`config.mk`:
```
export PLATFORM = sky130hd
export DESIGN_NAME = cond_writeback_stage_flat
export DESIGN_NICKNAME = d
export VERILOG_FILES = /design/src/rtl/cond_writeback_stage_if.sv /design/src/rtl/cond_writeback_stage.sv /design/src/flat_wrapper.sv
export SDC_FILE = /design/constraint.sdc
export NUM_CORES = 1
export LEC_CHECK = 0
export ABC_AREA = 1
export CAP_MARGIN = 30
export CELL_PAD_IN_SITES_DETAIL_PLACEMENT = 0
export CELL_PAD_IN_SITES_GLOBAL_PLACEMENT = 1
export CORE_MARGIN = 2
export CORE_UTILIZATION = 35
export CTS_CLUSTER_SIZE = 16
export DETAILED_ROUTE_END_ITERATION = 8
export PLACE_DENSITY = 0.94
export SYNTH_ARGS = -nofsm -noshare
export SYNTH_HDL_FRONTEND = slang
export SYNTH_SLANG_ARGS = --single-unit
```
`constraint.sdc`:
```
create_clock -name clk -period 3.11 [get_ports clk]
set_input_delay 0.622 -clock clk [delete_from_list [all_inputs] [get_ports clk]]
set_output_delay 0.622 -clock clk [all_outputs]
set_load 0.02 [all_outputs]
```
`src/rtl/cond_writeback_stage_if.sv`:
```
// Bundle for the conditional writeback stage. It carries the upstream ALU op
// handshake and the register-file writeback slot handshake.
// The stage connects to the slave modport. The producer/consumer side connects
// to the master modport.
interface cond_writeback_stage_if #(
    parameter int DATA_WIDTH = 32
);
    // upstream op
    logic                  in_valid;
    logic                  in_ready;
    logic [3:0]            cond;
    logic                  set_flags;
    logic [DATA_WIDTH-1:0] alu_result;
    logic [3:0]            alu_flags;
    logic                  alu_writeback;
    logic [3:0]            dest_reg;
    logic                  flush;
    // writeback slot
    logic                  wb_valid;
    logic                  wb_ready;
    logic                  wb_en;
    logic [3:0]            wb_addr;
    logic [DATA_WIDTH-1:0] wb_data;

    modport slave (
        input  in_valid, cond, set_flags, alu_result, alu_flags, alu_writeback,
               dest_reg, flush, wb_ready,
        output in_ready, wb_valid, wb_en, wb_addr, wb_data
    );

    modport master (
        output in_valid, cond, set_flags, alu_result, alu_flags, alu_writeback,
               dest_reg, flush, wb_ready,
        input  in_ready, wb_valid, wb_en, wb_addr, wb_data
    );
endinterface

```
`src/rtl/cond_writeback_stage.sv`:
```
// Conditional-execution writeback stage.
// Each accepted ALU op is checked against the registered CPSR using the ARM
// condition field. A passing op may update the flags and may write the
// register file. A failing op still occupies the single writeback slot, but
// with wb_en low. The stage also keeps saturating counts of executed and
// skipped ops.
module cond_writeback_stage #(
    parameter int DATA_WIDTH = 32,
    parameter int CNT_WIDTH  = 16
) (
    input  logic                 clk,
    input  logic                 reset,
    cond_writeback_stage_if.slave bus,
    output logic [3:0]           cpsr,
    output logic [CNT_WIDTH-1:0] exec_count,
    output logic [CNT_WIDTH-1:0] skip_count
);
    logic                  slot_valid;
    logic                  slot_en;
    logic [3:0]            slot_addr;
    logic [DATA_WIDTH-1:0] slot_data;
    logic                  accept;
    logic                  pass;
    logic                  flag_z, flag_c, flag_n, flag_v;

    assign flag_z = cpsr[0];
    assign flag_c = cpsr[1];
    assign flag_n = cpsr[2];
    assign flag_v = cpsr[3];

    // The slot frees up when it is empty or when it is being consumed this cycle.
    assign bus.in_ready = !slot_valid | bus.wb_ready;
    assign accept       = bus.in_valid & bus.in_ready & !bus.flush;

    assign bus.wb_valid = slot_valid;
    assign bus.wb_en    = slot_en;
    assign bus.wb_addr  = slot_addr;
    assign bus.wb_data  = slot_data;

    // Condition evaluation against the registered flags, so an op sees the
    // flags produced by the op accepted on the previous edge.
    always_comb begin
        pass = 1'b0;
        case (bus.cond)
            4'h0: pass = flag_z;
            4'h1: pass = !flag_z;
            4'h2: pass = flag_c;
            4'h3: pass = !flag_c;
            4'h4: pass = flag_n;
            4'h5: pass = !flag_n;
            4'h6: pass = flag_v;
            4'h7: pass = !flag_v;
            4'h8: pass = flag_c & !flag_z;
            4'h9: pass = !flag_c | flag_z;
            4'hA: pass = (flag_n == flag_v);
            4'hB: pass = (flag_n != flag_v);
            4'hC: pass = !flag_z & (flag_n == flag_v);
            4'hD: pass = flag_z | (flag_n != flag_v);
            4'hE: pass = 1'b1;
            default: pass = 1'b0;
        endcase
    end

    // Writeback slot. Flush wins over accept. A consume with no accept empties
    // the slot. A consume together with an accept reloads the slot with no bubble.
    // Address and data are left untouched when the slot empties.
    always_ff @(posedge clk or negedge reset) begin
        if (!reset) begin
            slot_valid <= 1'b0;
            slot_en    <= 1'b0;
            slot_addr  <= '0;
            slot_data  <= '0;
        end else if (bus.flush) begin
            slot_valid <= 1'b0;
            slot_en    <= 1'b0;
        end else if (accept) begin
            slot_valid <= 1'b1;
            slot_en    <= pass & bus.alu_writeback;
            slot_addr  <= bus.dest_reg;
            slot_data  <= bus.alu_result;
        end else if (bus.wb_ready) begin
            slot_valid <= 1'b0;
            slot_en    <= 1'b0;
        end
    end

    // Flags load only from an executed op that has its S bit set.
    always_ff @(posedge clk or negedge reset) begin
        if (!reset)
            cpsr <= '0;
        else if (accept && pass && bus.set_flags)
            cpsr <= bus.alu_flags;
    end

    // Executed/skipped counters. They stick at all-ones instead of wrapping.
    always_ff @(posedge clk or negedge reset) begin
        if (!reset) begin
            exec_count <= '0;
            skip_count <= '0;
        end else if (accept) begin
            if (pass && exec_count != '1)
                exec_count <= exec_count + CNT_WIDTH'(1);
            if (!pass && skip_count != '1)
                skip_count <= skip_count + CNT_WIDTH'(1);
        end
    end
endmodule

```
`src/flat_wrapper.sv`:
```
// flat-port wrapper written by rule: the top's interface ports become plain ports
module cond_writeback_stage_flat 
#(
    parameter int DATA_WIDTH = 32,
    parameter int CNT_WIDTH  = 16
)
  (clk, reset, cpsr, exec_count, skip_count, bus_in_valid, bus_cond, bus_set_flags, bus_alu_result, bus_alu_flags, bus_alu_writeback, bus_dest_reg, bus_flush, bus_wb_ready, bus_in_ready, bus_wb_valid, bus_wb_en, bus_wb_addr, bus_wb_data);
  cond_writeback_stage_if #(.DATA_WIDTH(DATA_WIDTH)) bus_i ();
  input  logic clk;
  input  logic reset;
  output logic [3:0] cpsr;
  output logic [CNT_WIDTH-1:0] exec_count;
  output logic [CNT_WIDTH-1:0] skip_count;
  input wire logic [$bits(bus_i.in_valid)-1:0] bus_in_valid;
  input wire logic [$bits(bus_i.cond)-1:0] bus_cond;
  input wire logic [$bits(bus_i.set_flags)-1:0] bus_set_flags;
  input wire logic [$bits(bus_i.alu_result)-1:0] bus_alu_result;
  input wire logic [$bits(bus_i.alu_flags)-1:0] bus_alu_flags;
  input wire logic [$bits(bus_i.alu_writeback)-1:0] bus_alu_writeback;
  input wire logic [$bits(bus_i.dest_reg)-1:0] bus_dest_reg;
  input wire logic [$bits(bus_i.flush)-1:0] bus_flush;
  input wire logic [$bits(bus_i.wb_ready)-1:0] bus_wb_ready;
  output wire logic [$bits(bus_i.in_ready)-1:0] bus_in_ready;
  output wire logic [$bits(bus_i.wb_valid)-1:0] bus_wb_valid;
  output wire logic [$bits(bus_i.wb_en)-1:0] bus_wb_en;
  output wire logic [$bits(bus_i.wb_addr)-1:0] bus_wb_addr;
  output wire logic [$bits(bus_i.wb_data)-1:0] bus_wb_data;
  assign bus_i.in_valid = bus_in_valid;
  assign bus_i.cond = bus_cond;
  assign bus_i.set_flags = bus_set_flags;
  assign bus_i.alu_result = bus_alu_result;
  assign bus_i.alu_flags = bus_alu_flags;
  assign bus_i.alu_writeback = bus_alu_writeback;
  assign bus_i.dest_reg = bus_dest_reg;
  assign bus_i.flush = bus_flush;
  assign bus_i.wb_ready = bus_wb_ready;
  assign bus_in_ready = bus_i.in_ready;
  assign bus_wb_valid = bus_i.wb_valid;
  assign bus_wb_en = bus_i.wb_en;
  assign bus_wb_addr = bus_i.wb_addr;
  assign bus_wb_data = bus_i.wb_data;
  cond_writeback_stage #(.DATA_WIDTH(DATA_WIDTH), .CNT_WIDTH(CNT_WIDTH)) u_core (.clk(clk), .reset(reset), .bus(bus_i), .cpsr(cpsr), .exec_count(exec_count), .skip_count(skip_count));
endmodule
```
# [Word level (Yosys, flattened, before mapping)]
# Index checks and enable logic that the tools add are counted.
[totals] register_bits=74 input_bits=51 wordCells=58
[op_classes] add_sub_neg=2 n_eq_ne=18 muxes=6 bitwise=9 n_reduce_logical=16
[op_table] operator="adder 16 x 1 -> 16 bit (second input constant)" n=2
[op_table] operator="!= test 16 bit (second input constant)" n=2
[op_table] operator="equality test 4 bit (second input constant)" n=7
[op_table] operator="equality test 4 x 3 -> 1 bit (second input constant)" n=4
[op_table] operator="case mux 1 bit (15 select lines)" n=1
[op_table] operator="equality test 4 x 2 -> 1 bit (second input constant)" n=2
[op_table] operator="zero test 1 bit" n=7
[op_table] operator="AND reduction 2 bit" n=3
[op_table] operator="AND 1 bit" n=5
[op_table] operator="two-way mux 1 bit" n=5
[op_table] operator="equality test 4 x 1 -> 1 bit (second input constant)" n=1
[op_table] operator="logical AND 1 bit" n=4
[op_table] operator="zero test 4 bit" n=1
[op_table] operator="OR 1 bit" n=3
[op_table] operator="nonzero test 3 bit" n=1
[op_table] operator="equality test 1 bit" n=1
[op_table] operator="!= test 1 bit" n=1
[op_table] operator="inverter 1 bit" n=1

# [Logic depth before layout (Yosys ltp)]
# Gate-level depths: netlist of the first run.
[logic_depth] word_depth=6 mapped_depth=13 depth_no_buf=12

# [Worst setup path after synthesis of the first run]
# No wires, ideal clock.
[synth_timing] kind="in2reg" startpoint="input port bus_wb_ready" endpoint="register u_core.slot_addr[0], in the netlist u_core.bus.wb_addr[0]" setup_ps=66 arrival_time_ps=1664 slack_ps=1380 cell_stages=7 path_buffers=2 path_cell_list="inv_1 > nand2_1 > nand3_1 > clkbuf_1 > clkbuf_1 > nand2_1 > nand2_1"
[synth_between] elab_chain_cells=4
[synth_rtl] item="start: declaration" line="flat_wrapper.sv:22" source="input wire logic [$bits(bus_i.wb_ready)-1:0] bus_wb_ready;"
[synth_rtl] item="OR 1 bit" line="cond_writeback_stage.sv:32" source="assign bus.in_ready = !slot_valid | bus.wb_ready;"
[synth_rtl] item="net bus_in_ready" line="flat_wrapper.sv:23" source="output wire logic [$bits(bus_i.in_ready)-1:0] bus_in_ready;"
[synth_rtl] item="AND 1 bit (2 in a row)" line="cond_writeback_stage.sv:33" source="assign accept = bus.in_valid & bus.in_ready & !bus.flush;"
[synth_rtl] item="AND reduction 2 bit (no source line)"
[synth_rtl] item="end signal: assignment" line="cond_writeback_stage.sv:79" source="slot_addr <= bus.dest_reg;"
[synth_rtl] item="end: declaration" line="cond_writeback_stage.sv:20" source="logic [3:0] slot_addr;"
# The timed path passes the listed nets, and every way through them passes these cells.
# A chain may end at the register's enable or synchronous reset.

# [Worst setup path after layout of the first run]
[layout_timing] startpoint="input port bus_wb_ready" endpoint="output port bus_in_ready"
[layout_between] elab_chain_cells=1
[layout_rtl] item="OR 1 bit" line="cond_writeback_stage.sv:32"
[layout_rtl] item="end: declaration" line="flat_wrapper.sv:23"
# Every way passes these cells.

==> flow_summary.html, run 1 <==
<table>
<tr><th>Metric</th><th>Value</th></tr>
<tr><th colspan="2">Outcome</th></tr>
<tr><td>Outcome</td><td>finished clean</td></tr>
<tr><th colspan="2">Clocking</th></tr>
<tr><td>Clock transition time at the flip-flop clock pins of the worst setup and hold paths</td><td>0.08 ns</td></tr>
<tr><td>Total clock buffers created by CTS</td><td>9</td></tr>
<tr><td>Master cell of the clock root buffer</td><td>clkbuf_8</td></tr>
<tr><td>CTS sink count</td><td>74</td></tr>
<tr><td>Number of H-tree levels</td><td>3</td></tr>
<tr><td>Number of buffers on the longest clock path</td><td>2</td></tr>
<tr><td>Clock tree from TritonCTS</td><td>yes</td></tr>
<tr><td>Post-CTS Setup Inserts</td><td>0</td></tr>
<tr><td>CTS hold repair buffers</td><td>0</td></tr>
<tr><td>Insertion delay of the later-clocked pin in the worst-skew pair</td><td>0.34 ns</td></tr>
<tr><td>Number of gates given a new drive strength after cts</td><td>0</td></tr>
<tr><th colspan="2">Setup path</th></tr>
<tr><td>Startpoint of the worst register-to-register path</td><td>u_core.skip_count[0]</td></tr>
<tr><td>Crit path capture type</td><td>output pin</td></tr>
<tr><td>Setup slack of the worst register-to-register path</td><td>1.11 ns</td></tr>
<tr><td>Worst reg2reg path depth</td><td>10</td></tr>
<tr><td>Startpoint kind of the worst setup timing path</td><td>input pin</td></tr>
<tr><td>Largest fanout on the critical path</td><td>3</td></tr>
<tr><td>End of the worst register-to-register path</td><td>u_core.skip_count[15]</td></tr>
<tr><td>Critical Path AT</td><td>1.84 ns</td></tr>
<tr><td>Critical path data required time</td><td>2.49 ns</td></tr>
<tr><td>Crit Path Class</td><td>input pin to output pin</td></tr>
<tr><th colspan="2">Global routing</th></tr>
<tr><td>Pin count of the biggest net entering global routing</td><td>75</td></tr>
<tr><td>Number of antenna violations at the first check in global routing</td><td>0</td></tr>
<tr><td>Vias in the first global route</td><td>3,455</td></tr>
<tr><td>Global route overflow</td><td>0</td></tr>
<tr><td>Global-route usage over all layers</td><td>17.1%</td></tr>
<tr><td>First-pass GRT wire length</td><td>16,200 um</td></tr>
<tr><th colspan="2">Floorplan</th></tr>
<tr><td>Die Ht</td><td>108 um</td></tr>
<tr><td>Total Die Area</td><td>11,800 um2</td></tr>
<tr><td>Top Ports</td><td>126</td></tr>
<tr><td>Core region area</td><td>10,700 um2</td></tr>
<tr><td>Initial Utilization</td><td>35.5%</td></tr>
<tr><td>Std-Cell Rows</td><td>38</td></tr>
<tr><td>Width of the die</td><td>108 um</td></tr>
<tr><th colspan="2">Logic synthesis</th></tr>
<tr><td>Syn. warnings</td><td>0</td></tr>
<tr><td>Gate count after technology mapping</td><td>493</td></tr>
<tr><td>Post-Synthesis Net Count</td><td>546</td></tr>
<tr><td>Netlist Area Pre-Place</td><td>3820 um2</td></tr>
<tr><td>Flops &amp; latches, synth</td><td>74</td></tr>
<tr><td>Count of different cell masters after synthesis</td><td>27</td></tr>
<tr><td>Mapped Avg Cell Area</td><td>7.75 um2</td></tr>
<tr><td>Share of synthesized area occupied by flip-flops and latches</td><td>48.5%</td></tr>
<tr><th colspan="2">Cells and area</th></tr>
<tr><td>Combined flip-flop and latch cell area</td><td>1850 um2</td></tr>
<tr><td>Net count reported at finish</td><td>668</td></tr>
<tr><td>Most common cell after layout, fill and taps aside</td><td>nand2_1</td></tr>
<tr><td>Area of the multi-input gates</td><td>1760 um2</td></tr>
<tr><td>End-of-flow core utilization</td><td>50.8%</td></tr>
<tr><td>Final design area excluding fillers</td><td>5460 um2</td></tr>
<tr><td>Number of filler cells placed in the layout</td><td>1,019</td></tr>
<tr><td>Commonest cells after routing, fill and taps aside</td><td>nand2_1 (227), clkdlybuf4s50_1 (124), dfrtp_1 (74)</td></tr>
<tr><td>Antenna Diode Count</td><td>0</td></tr>
<tr><td>Ratio of cells with drive above 1 in the final layout</td><td>6.61%</td></tr>
<tr><td>Syn-to-layout area delta</td><td>42.9%</td></tr>
<tr><th colspan="2">Drt</th></tr>
<tr><td>Antenna-violating nets left</td><td>0</td></tr>
<tr><td>Total iterations of the first detailed-routing run</td><td>4</td></tr>
<tr><td>Vias per cell</td><td>4.76</td></tr>
<tr><td>Routed WL</td><td>9770 um</td></tr>
<tr><td>Number of design-rule violations left by the first detailed-router iteration</td><td>218</td></tr>
<tr><td>Number of vias in the routed layout</td><td>3,615</td></tr>
<tr><td>DRC violations left</td><td>0</td></tr>
<tr><td>Average wire per standard cell</td><td>12.8 um</td></tr>
<tr><th colspan="2">STA</th></tr>
<tr><td>Unrepaired setup endpoints after global routing</td><td>no</td></tr>
<tr><td>Slew HR</td><td>73.4%</td></tr>
<tr><td>Max-slew violation count</td><td>0</td></tr>
<tr><td>Worst Clk Skew</td><td>0.00698 ns</td></tr>
<tr><td>Crit share post-route</td><td>79.3%</td></tr>
<tr><td>Min Clock Period, post-route</td><td>2.46 ns</td></tr>
<tr><td>Slew at the pin closest to its max-slew limit</td><td>0.397 ns</td></tr>
<tr><td>Final setup viols</td><td>0</td></tr>
<tr><td>Number of endpoints with negative hold slack in the final report</td><td>0</td></tr>
<tr><td>Aggregate negative setup slack</td><td>0 ns</td></tr>
<tr><td>Peak clock frequency supported by timing</td><td>406 MHz</td></tr>
<tr><th colspan="2">Place</th></tr>
<tr><td>Total of buffers placed on input and output ports</td><td>125</td></tr>
<tr><td>Placed cell areas</td><td>5180 um2</td></tr>
<tr><td>HPWL after detailed placement</td><td>6910 um</td></tr>
<tr><td>Final Wtd Congestion</td><td>0.937</td></tr>
<tr><th colspan="2">Power</th></tr>
<tr><td>Power Dens Cells</td><td>599 nW/um2</td></tr>
<tr><td>VDD IR max</td><td>0.000299 V</td></tr>
<tr><td>Reported leakage power</td><td>2.54 nW</td></tr>
<tr><th colspan="2">Worst hold path</th></tr>
<tr><td>Class of the most critical hold timing path</td><td>input pin to async pin</td></tr>
<tr><th colspan="2">Job</th></tr>
<tr><td>Max-Cap Viols</td><td>0</td></tr>
</table>
[per-layer routing]
layer  GRT usage, %  wire length, um  vias to the layer above
li1               -                -                     1800
met1           22.0             4390                     1679
met2           28.2             4570                      123
met3           3.98              654                       13
met4           5.95              148                        0
met5              0                0                        -
[registers in the layout (all words and copies together), names as in the netlist]
register and count:
u_core.bus.wb_data 32, u_core.cpsr 4, u_core.exec_count 16, u_core.bus.wb_en 1
u_core.skip_count 16, u_core.bus.wb_addr 4, u_core.bus.wb_valid 1
[final cells by class]
class                           count  share of cell area (%)
Multi-Input combinational cell    370                    32.2
Tap cell                          140                    3.21
Clock buffer                        9                    2.27
Sequential cell                    74                    33.9
Timing Repair Buffer              129                    24.0
Inverter                           31                    2.13
Clock inverter                      7                    2.27
[synthesized netlist by cell type]
cell type	instances	area [um2]
a21oi_1	3	15.0
buf_2	7	35.0
buf_4	3	22.5
buf_6	1	11.3
clkbuf_1	7	26.3
dfrtp_1	74	1850
ha_1	2	25.0
inv_1	25	93.8
inv_2	6	22.5
nand2_1	227	852
nand2_2	1	6.26
nand2_4	1	11.3
nand3_1	37	185
nand3_2	2	20.0
nand3_4	2	35.0
nand3b_1	3	22.5
nand4_1	23	144
nor2_1	24	90.1
nor2_2	4	25.0
nor2_4	1	11.3
nor3_1	7	35.0
nor3_2	1	10.0
nor3_4	1	16.3
o21ai_0	1	5.00
o21ai_1	4	20.0
xnor2_1	11	96.3
xor2_1	15	131
[worst max-delay path by stage]
stage | depth (start not counted) | start | slack [ns] | endpoint
3_3_place_gp | 4 | bus_wb_ready | 0.66 | bus_in_ready
4_1_cts | 4 | bus_wb_ready | 0.65 | bus_in_ready
3_5_place_dp | 12 | bus_cond[3] | 0.61 | u_core.exec_count[1]
5_1_grt | 4 | bus_wb_ready | 0.59 | bus_in_ready
6_report | 4 | bus_wb_ready | 0.65 | bus_in_ready
2_1_floorplan | 7 | bus_wb_ready | 1.38 | u_core.bus.wb_addr[0]
[power by group]
| group | leakage, nW | switching, mW | internal (mW) | total [mW] |
|---|---|---|---|---|
| Sequential | 0.959 | 0.172 | 1.12 | 1.29 |
| Clock | 0.121 | 0.388 | 0.542 | 0.929 |
| Combinational | 1.46 | 0.573 | 0.479 | 1.05 |
[kinds of logic (layout without fill, tap and decap cells)]
family	Yosys count	in the layout	share of synthesized area, %
compound gates	8	8	1.05
xor+xnor	26	26	5.96
fa+ha+maj	2	2	0.655
buf+inv	49	176	5.54
flops	74	74	48.5
simple gates	334	334	38.3
[metrics by stage]
| step | power (mW) | cells | hold slack [ns] | worst slack [ns] |
|---|---|---|---|---|
| after detailed placement | 2.36 | 743 | 0.465 | 0.608 |
| after floorplan | 1.85 | 493 | 0.326 | 1.38 |
| final | 3.27 | 760 | 0.281 | 0.645 |
| after CTS | 3.30 | 759 | 0.446 | 0.649 |
| after global routing | 3.46 | 760 | 0.306 | 0.593 |
| after global placement | 2.34 | 743 | 0.461 | 0.658 |
[worst max-delay path, cell delays in order]
cell and delay, ns:
clkdlybuf4s50_1 0.45, inv_1 0.05, nand2_1 0.10, clkdlybuf4s50_1 0.62
Note: power is estimated with default switching activity, not from simulation.
==> run 2, diff against run 1 <==
--- a/config.mk
+++ b/config.mk
@@ -10,10 +10,10 @@
 export CELL_PAD_IN_SITES_DETAIL_PLACEMENT = 0
 export CELL_PAD_IN_SITES_GLOBAL_PLACEMENT = 1
 export CORE_MARGIN = 2
-export CORE_UTILIZATION = 35
+export CORE_UTILIZATION = 33
 export CTS_CLUSTER_SIZE = 16
 export DETAILED_ROUTE_END_ITERATION = 8
-export PLACE_DENSITY = 0.94
+export PLACE_DENSITY = 0.9
 export SYNTH_ARGS = -nofsm -noshare
 export SYNTH_HDL_FRONTEND = slang
 export SYNTH_SLANG_ARGS = --single-unit
==> constraint.sdc (replaced) <==
create_clock -name clk -period 2.5 [get_ports clk]
set_input_delay 0.5 -clock clk [delete_from_list [all_inputs] [get_ports clk]]
set_output_delay 0.5 -clock clk [all_outputs]
set_load 0.02 [all_outputs]
==> run 2 against run 1 <==
  * Utilization fell by 2.3 points
  * Via count fell by 0.89%
  * Sequential share of layout area fell by 0.37 points
  * Clock skew rose by 0.0022 ns
  * Sequential cell count did not move
  * Clock power rose by 39%
  * Non-clock buffer count rose by 2
  * Critical path type unchanged
==> flow_summary.html, run 2 (same netlist as run 1, synthesis figures left out) <==
<table>
<tr><th>Metric</th><th>Value</th></tr>
<tr><th colspan="2">Place</th></tr>
<tr><td>HPWL after detailed placement</td><td>7160 um (+3.6%)</td></tr>
<tr><td>Dpl cells</td><td>749 (+0.81%)</td></tr>
<tr><td>Total of buffers placed on input and output ports</td><td>125 (unchanged)</td></tr>
<tr><td>Placed cell areas</td><td>5220 um2 (+0.75%)</td></tr>
<tr><td>Final Wtd Congestion</td><td>0.884 (-5.7%)</td></tr>
<tr><th colspan="2">Floorplan</th></tr>
<tr><td>Top Ports</td><td>126 (unchanged)</td></tr>
<tr><td>Std-Cell Rows</td><td>39 (+2.6%)</td></tr>
<tr><td>Core region area</td><td>11,400 um2 (+5.8%)</td></tr>
<tr><td>Width of the die</td><td>112 um (+2.9%)</td></tr>
<tr><td>Die Ht</td><td>112 um (+2.9%)</td></tr>
<tr><td>Initial Utilization</td><td>33.6% (-2.0 points)</td></tr>
<tr><td>Total Die Area</td><td>12,500 um2 (+5.8%)</td></tr>
<tr><th colspan="2">Outcome</th></tr>
<tr><td>Outcome</td><td>finished clean</td></tr>
<tr><th colspan="2">Setup path</th></tr>
<tr><td>Startpoint kind of the worst setup timing path</td><td>input pin</td></tr>
<tr><td>Cells traversed along the worst timing path</td><td>clkdlybuf4s50_1 -&gt; inv_1 -&gt; nand2_1 -&gt; clkdlybuf4s50_1</td></tr>
<tr><td>Critical path buffers and inverters</td><td>3 (unchanged)</td></tr>
<tr><td>Delay-heaviest family, CP</td><td>buffers and inverters</td></tr>
<tr><td>CP peak stage delay</td><td>0.62 ns (about the same)</td></tr>
<tr><td>Critical path data required time</td><td>2.00 ns (-0.49 ns)</td></tr>
<tr><td>Crit path capture type</td><td>output pin</td></tr>
<tr><td>Setup slack of the worst register-to-register path</td><td>0.57 ns (-0.54 ns)</td></tr>
<tr><td>Slowest-stage cell, CP</td><td>clkdlybuf4s50_1</td></tr>
<tr><td>Cell occurring most often along the worst timing path</td><td>clkdlybuf4s50_1</td></tr>
<tr><td>Crit Path Class</td><td>input pin to output pin</td></tr>
<tr><td>Critical Path AT</td><td>1.72 ns (-0.12 ns)</td></tr>
<tr><td>Largest fanout on the critical path</td><td>3 (unchanged)</td></tr>
<tr><th colspan="2">Cells and area</th></tr>
<tr><td>Final design area excluding fillers</td><td>5520 um2 (+1.1%)</td></tr>
<tr><td>Syn-to-layout area delta</td><td>44.5%</td></tr>
<tr><td>Net count reported at finish</td><td>670 (+0.30%)</td></tr>
<tr><td>Post-route insts no fill</td><td>765 (+0.66%)</td></tr>
<tr><td>Ratio of cells with drive above 1 in the final layout</td><td>6.75% (+0.14 points)</td></tr>
<tr><td>Antenna Diode Count</td><td>0 (unchanged)</td></tr>
<tr><td>Most common cell after layout, fill and taps aside</td><td>nand2_1</td></tr>
<tr><td>End-of-flow core utilization</td><td>48.5% (-2.3 points)</td></tr>
<tr><td>Commonest cells after routing, fill and taps aside</td><td>nand2_1 (227), clkdlybuf4s50_1 (124), dfrtp_1 (74)</td></tr>
<tr><td>Flip-flop count of the largest register after layout</td><td>32 (unchanged)</td></tr>
<tr><td>Number of filler cells placed in the layout</td><td>1,112 (+9.1%)</td></tr>
<tr><th colspan="2">STA</th></tr>
<tr><td>Min Clock Period, post-route</td><td>2.22 ns</td></tr>
<tr><td>Max-slew violation count</td><td>0 (unchanged)</td></tr>
<tr><td>Number of endpoints with negative hold slack in the final report</td><td>0 (unchanged)</td></tr>
<tr><td>Unrepaired setup endpoints after global routing</td><td>no</td></tr>
<tr><td>Final setup viols</td><td>0 (unchanged)</td></tr>
<tr><td>Slew at the pin closest to its max-slew limit</td><td>0.460 ns (+0.0633 ns)</td></tr>
<tr><td>Worst Clk Skew</td><td>0.00919 ns (+0.00222 ns)</td></tr>
<tr><td>Crit share post-route</td><td>88.8%</td></tr>
<tr><td>Peak clock frequency supported by timing</td><td>451 MHz</td></tr>
<tr><td>Aggregate negative setup slack</td><td>0 ns (unchanged)</td></tr>
<tr><td>Slew HR</td><td>69.3% (-4.1 points)</td></tr>
<tr><th colspan="2">Power</th></tr>
<tr><td>VDD IR max</td><td>0.000387 V (+30%)</td></tr>
<tr><td>Power Dens Cells</td><td>763 nW/um2 (+27%)</td></tr>
<tr><td>Sw power</td><td>1.42 mW (+25%)</td></tr>
<tr><td>Combinational share of power</td><td>31.4% (-0.8 points)</td></tr>
<tr><td>Sequential group share of total power</td><td>38.1% (-1.3 points)</td></tr>
<tr><td>Fraction of power spent switching nets</td><td>33.6% (-0.97 points)</td></tr>
<tr><td>Reported leakage power</td><td>2.57 nW (+1.4%)</td></tr>
<tr><td>Power share of the clock group</td><td>30.5% (+2.1 points)</td></tr>
<tr><td>Internal Power</td><td>2.80 mW (+31%)</td></tr>
<tr><th colspan="2">Drt</th></tr>
<tr><td>Number of vias in the routed layout</td><td>3,583 (-0.89%)</td></tr>
<tr><td>Antenna-violating nets left</td><td>0 (unchanged)</td></tr>
<tr><td>Routed WL</td><td>9910 um (+1.5%)</td></tr>
<tr><td>Average wire per standard cell</td><td>13.0 um (+0.83%)</td></tr>
<tr><td>Vias per cell</td><td>4.68 (-1.5%)</td></tr>
<tr><td>Total iterations of the first detailed-routing run</td><td>4 (unchanged)</td></tr>
<tr><td>Number of design-rule violations left by the first detailed-router iteration</td><td>212 (-2.8%)</td></tr>
<tr><td>DRC violations left</td><td>0 (unchanged)</td></tr>
<tr><th colspan="2">Clocking</th></tr>
<tr><td>CTS hold repair buffers</td><td>0 (unchanged)</td></tr>
<tr><td>Clock transition time at the flip-flop clock pins of the worst setup and hold paths</td><td>0.06 ns (-0.02 ns)</td></tr>
<tr><td>Number of gates given a new drive strength after cts</td><td>0 (unchanged)</td></tr>
<tr><td>Post-CTS Setup Inserts</td><td>0 (unchanged)</td></tr>
<tr><td>Total clock buffers created by CTS</td><td>9 (unchanged)</td></tr>
<tr><td>Insertion delay of the later-clocked pin in the worst-skew pair</td><td>0.33 ns (about the same)</td></tr>
<tr><td>Number of buffers on the longest clock path</td><td>2 (unchanged)</td></tr>
<tr><td>Master cell of the clock root buffer</td><td>clkbuf_16</td></tr>
<tr><td>CTS sink count</td><td>74 (unchanged)</td></tr>
<tr><td>Clock tree from TritonCTS</td><td>yes</td></tr>
<tr><td>Number of H-tree levels</td><td>3 (unchanged)</td></tr>
<tr><th colspan="2">Global routing</th></tr>
<tr><td>Global route overflow</td><td>0 (unchanged)</td></tr>
<tr><td>Global-route usage over all layers</td><td>16.3% (-0.76 points)</td></tr>
<tr><td>Number of antenna violations at the first check in global routing</td><td>0 (unchanged)</td></tr>
<tr><td>Pin count of the biggest net entering global routing</td><td>43 (-43%)</td></tr>
<tr><td>Vias in the first global route</td><td>3,349 (-3.1%)</td></tr>
<tr><td>First-pass GRT wire length</td><td>16,700 um (+3.2%)</td></tr>
<tr><th colspan="2">Job</th></tr>
<tr><td>Max-Cap Viols</td><td>0 (unchanged)</td></tr>
<tr><th colspan="2">Worst hold path</th></tr>
<tr><td>Class of the most critical hold timing path</td><td>input pin to async pin</td></tr>
</table>
-- run 2: path summary, 6_finish.rpt --
check	startpoint	end	cells past startpoint
max	bus_wb_ready	bus_in_ready	4
min in group clk	u_core.bus.wb_data[19]	u_core.bus.wb_data[19]	2
min	reset	u_core.exec_count[11]	1
max in group asynchronous	reset	u_core.bus.wb_data[1]	2
max reg2reg	u_core.skip_count[0]	u_core.skip_count[6]	9
min reg2reg	u_core.bus.wb_data[19]	u_core.bus.wb_data[19]	2
-- run 2: area by class of cell --
| type | count | area (um2) | area share [%] |
|---|---|---|---|
| inverter | 31 | 116 | 2.11 |
| timing repair buffer | 131 | 1320 | 23.9 |
| clock inverter | 5 | 53.8 | 0.975 |
| tap | 143 | 179 | 3.24 |
| multi-input combinational | 370 | 1760 | 31.8 |
| clock buffer | 11 | 243 | 4.40 |
| sequential | 74 | 1850 | 33.6 |
-- run 2: worst register-to-register path: stages, from the launching register on --
cell and delay (ns):
dfrtp_1 0.43, ha_1 0.26, nand3_1 0.17, nor2_2 0.08, nand3_1 0.07, nor2_1 0.05
nor2_1 0.17, nand3_2 0.37, nand2_1 0.16, o21ai_1 0.07
-- run 2: layer usage --
layer	up-vias	track usage (%)	routed length, um
met4	0	5.60	176
met5	-	0	0
met2	106	24.2	4460
li1	1801	-	-
met1	1659	22.3	4500
met3	17	5.82	771
-- run 2: power groups by stage --
stage	Clock [mW]	Combinational, mW	Sequential (mW)
finish	1.29	1.32	1.60
global route	1.38	1.44	1.64
floorplan	0	0.477	1.83
global placement	0	1.31	1.61
CTS	1.33	1.34	1.61
detailed placement	0	1.34	1.62
-- run 2: per-stage QoR --
| step | hold slack, ns | setup WS [ns] | power (mW) |
|---|---|---|---|
| 6_report | 0.114 | 0.281 | 4.21 |
| 5_1_grt | 0.146 | 0.236 | 4.46 |
| 4_1_cts | 0.139 | 0.267 | 4.27 |
| 3_5_place_dp | 0.465 | 0.163 | 2.96 |
| 3_3_place_gp | 0.462 | 0.195 | 2.92 |
| 2_1_floorplan | 0.204 | 0.782 | 2.30 |
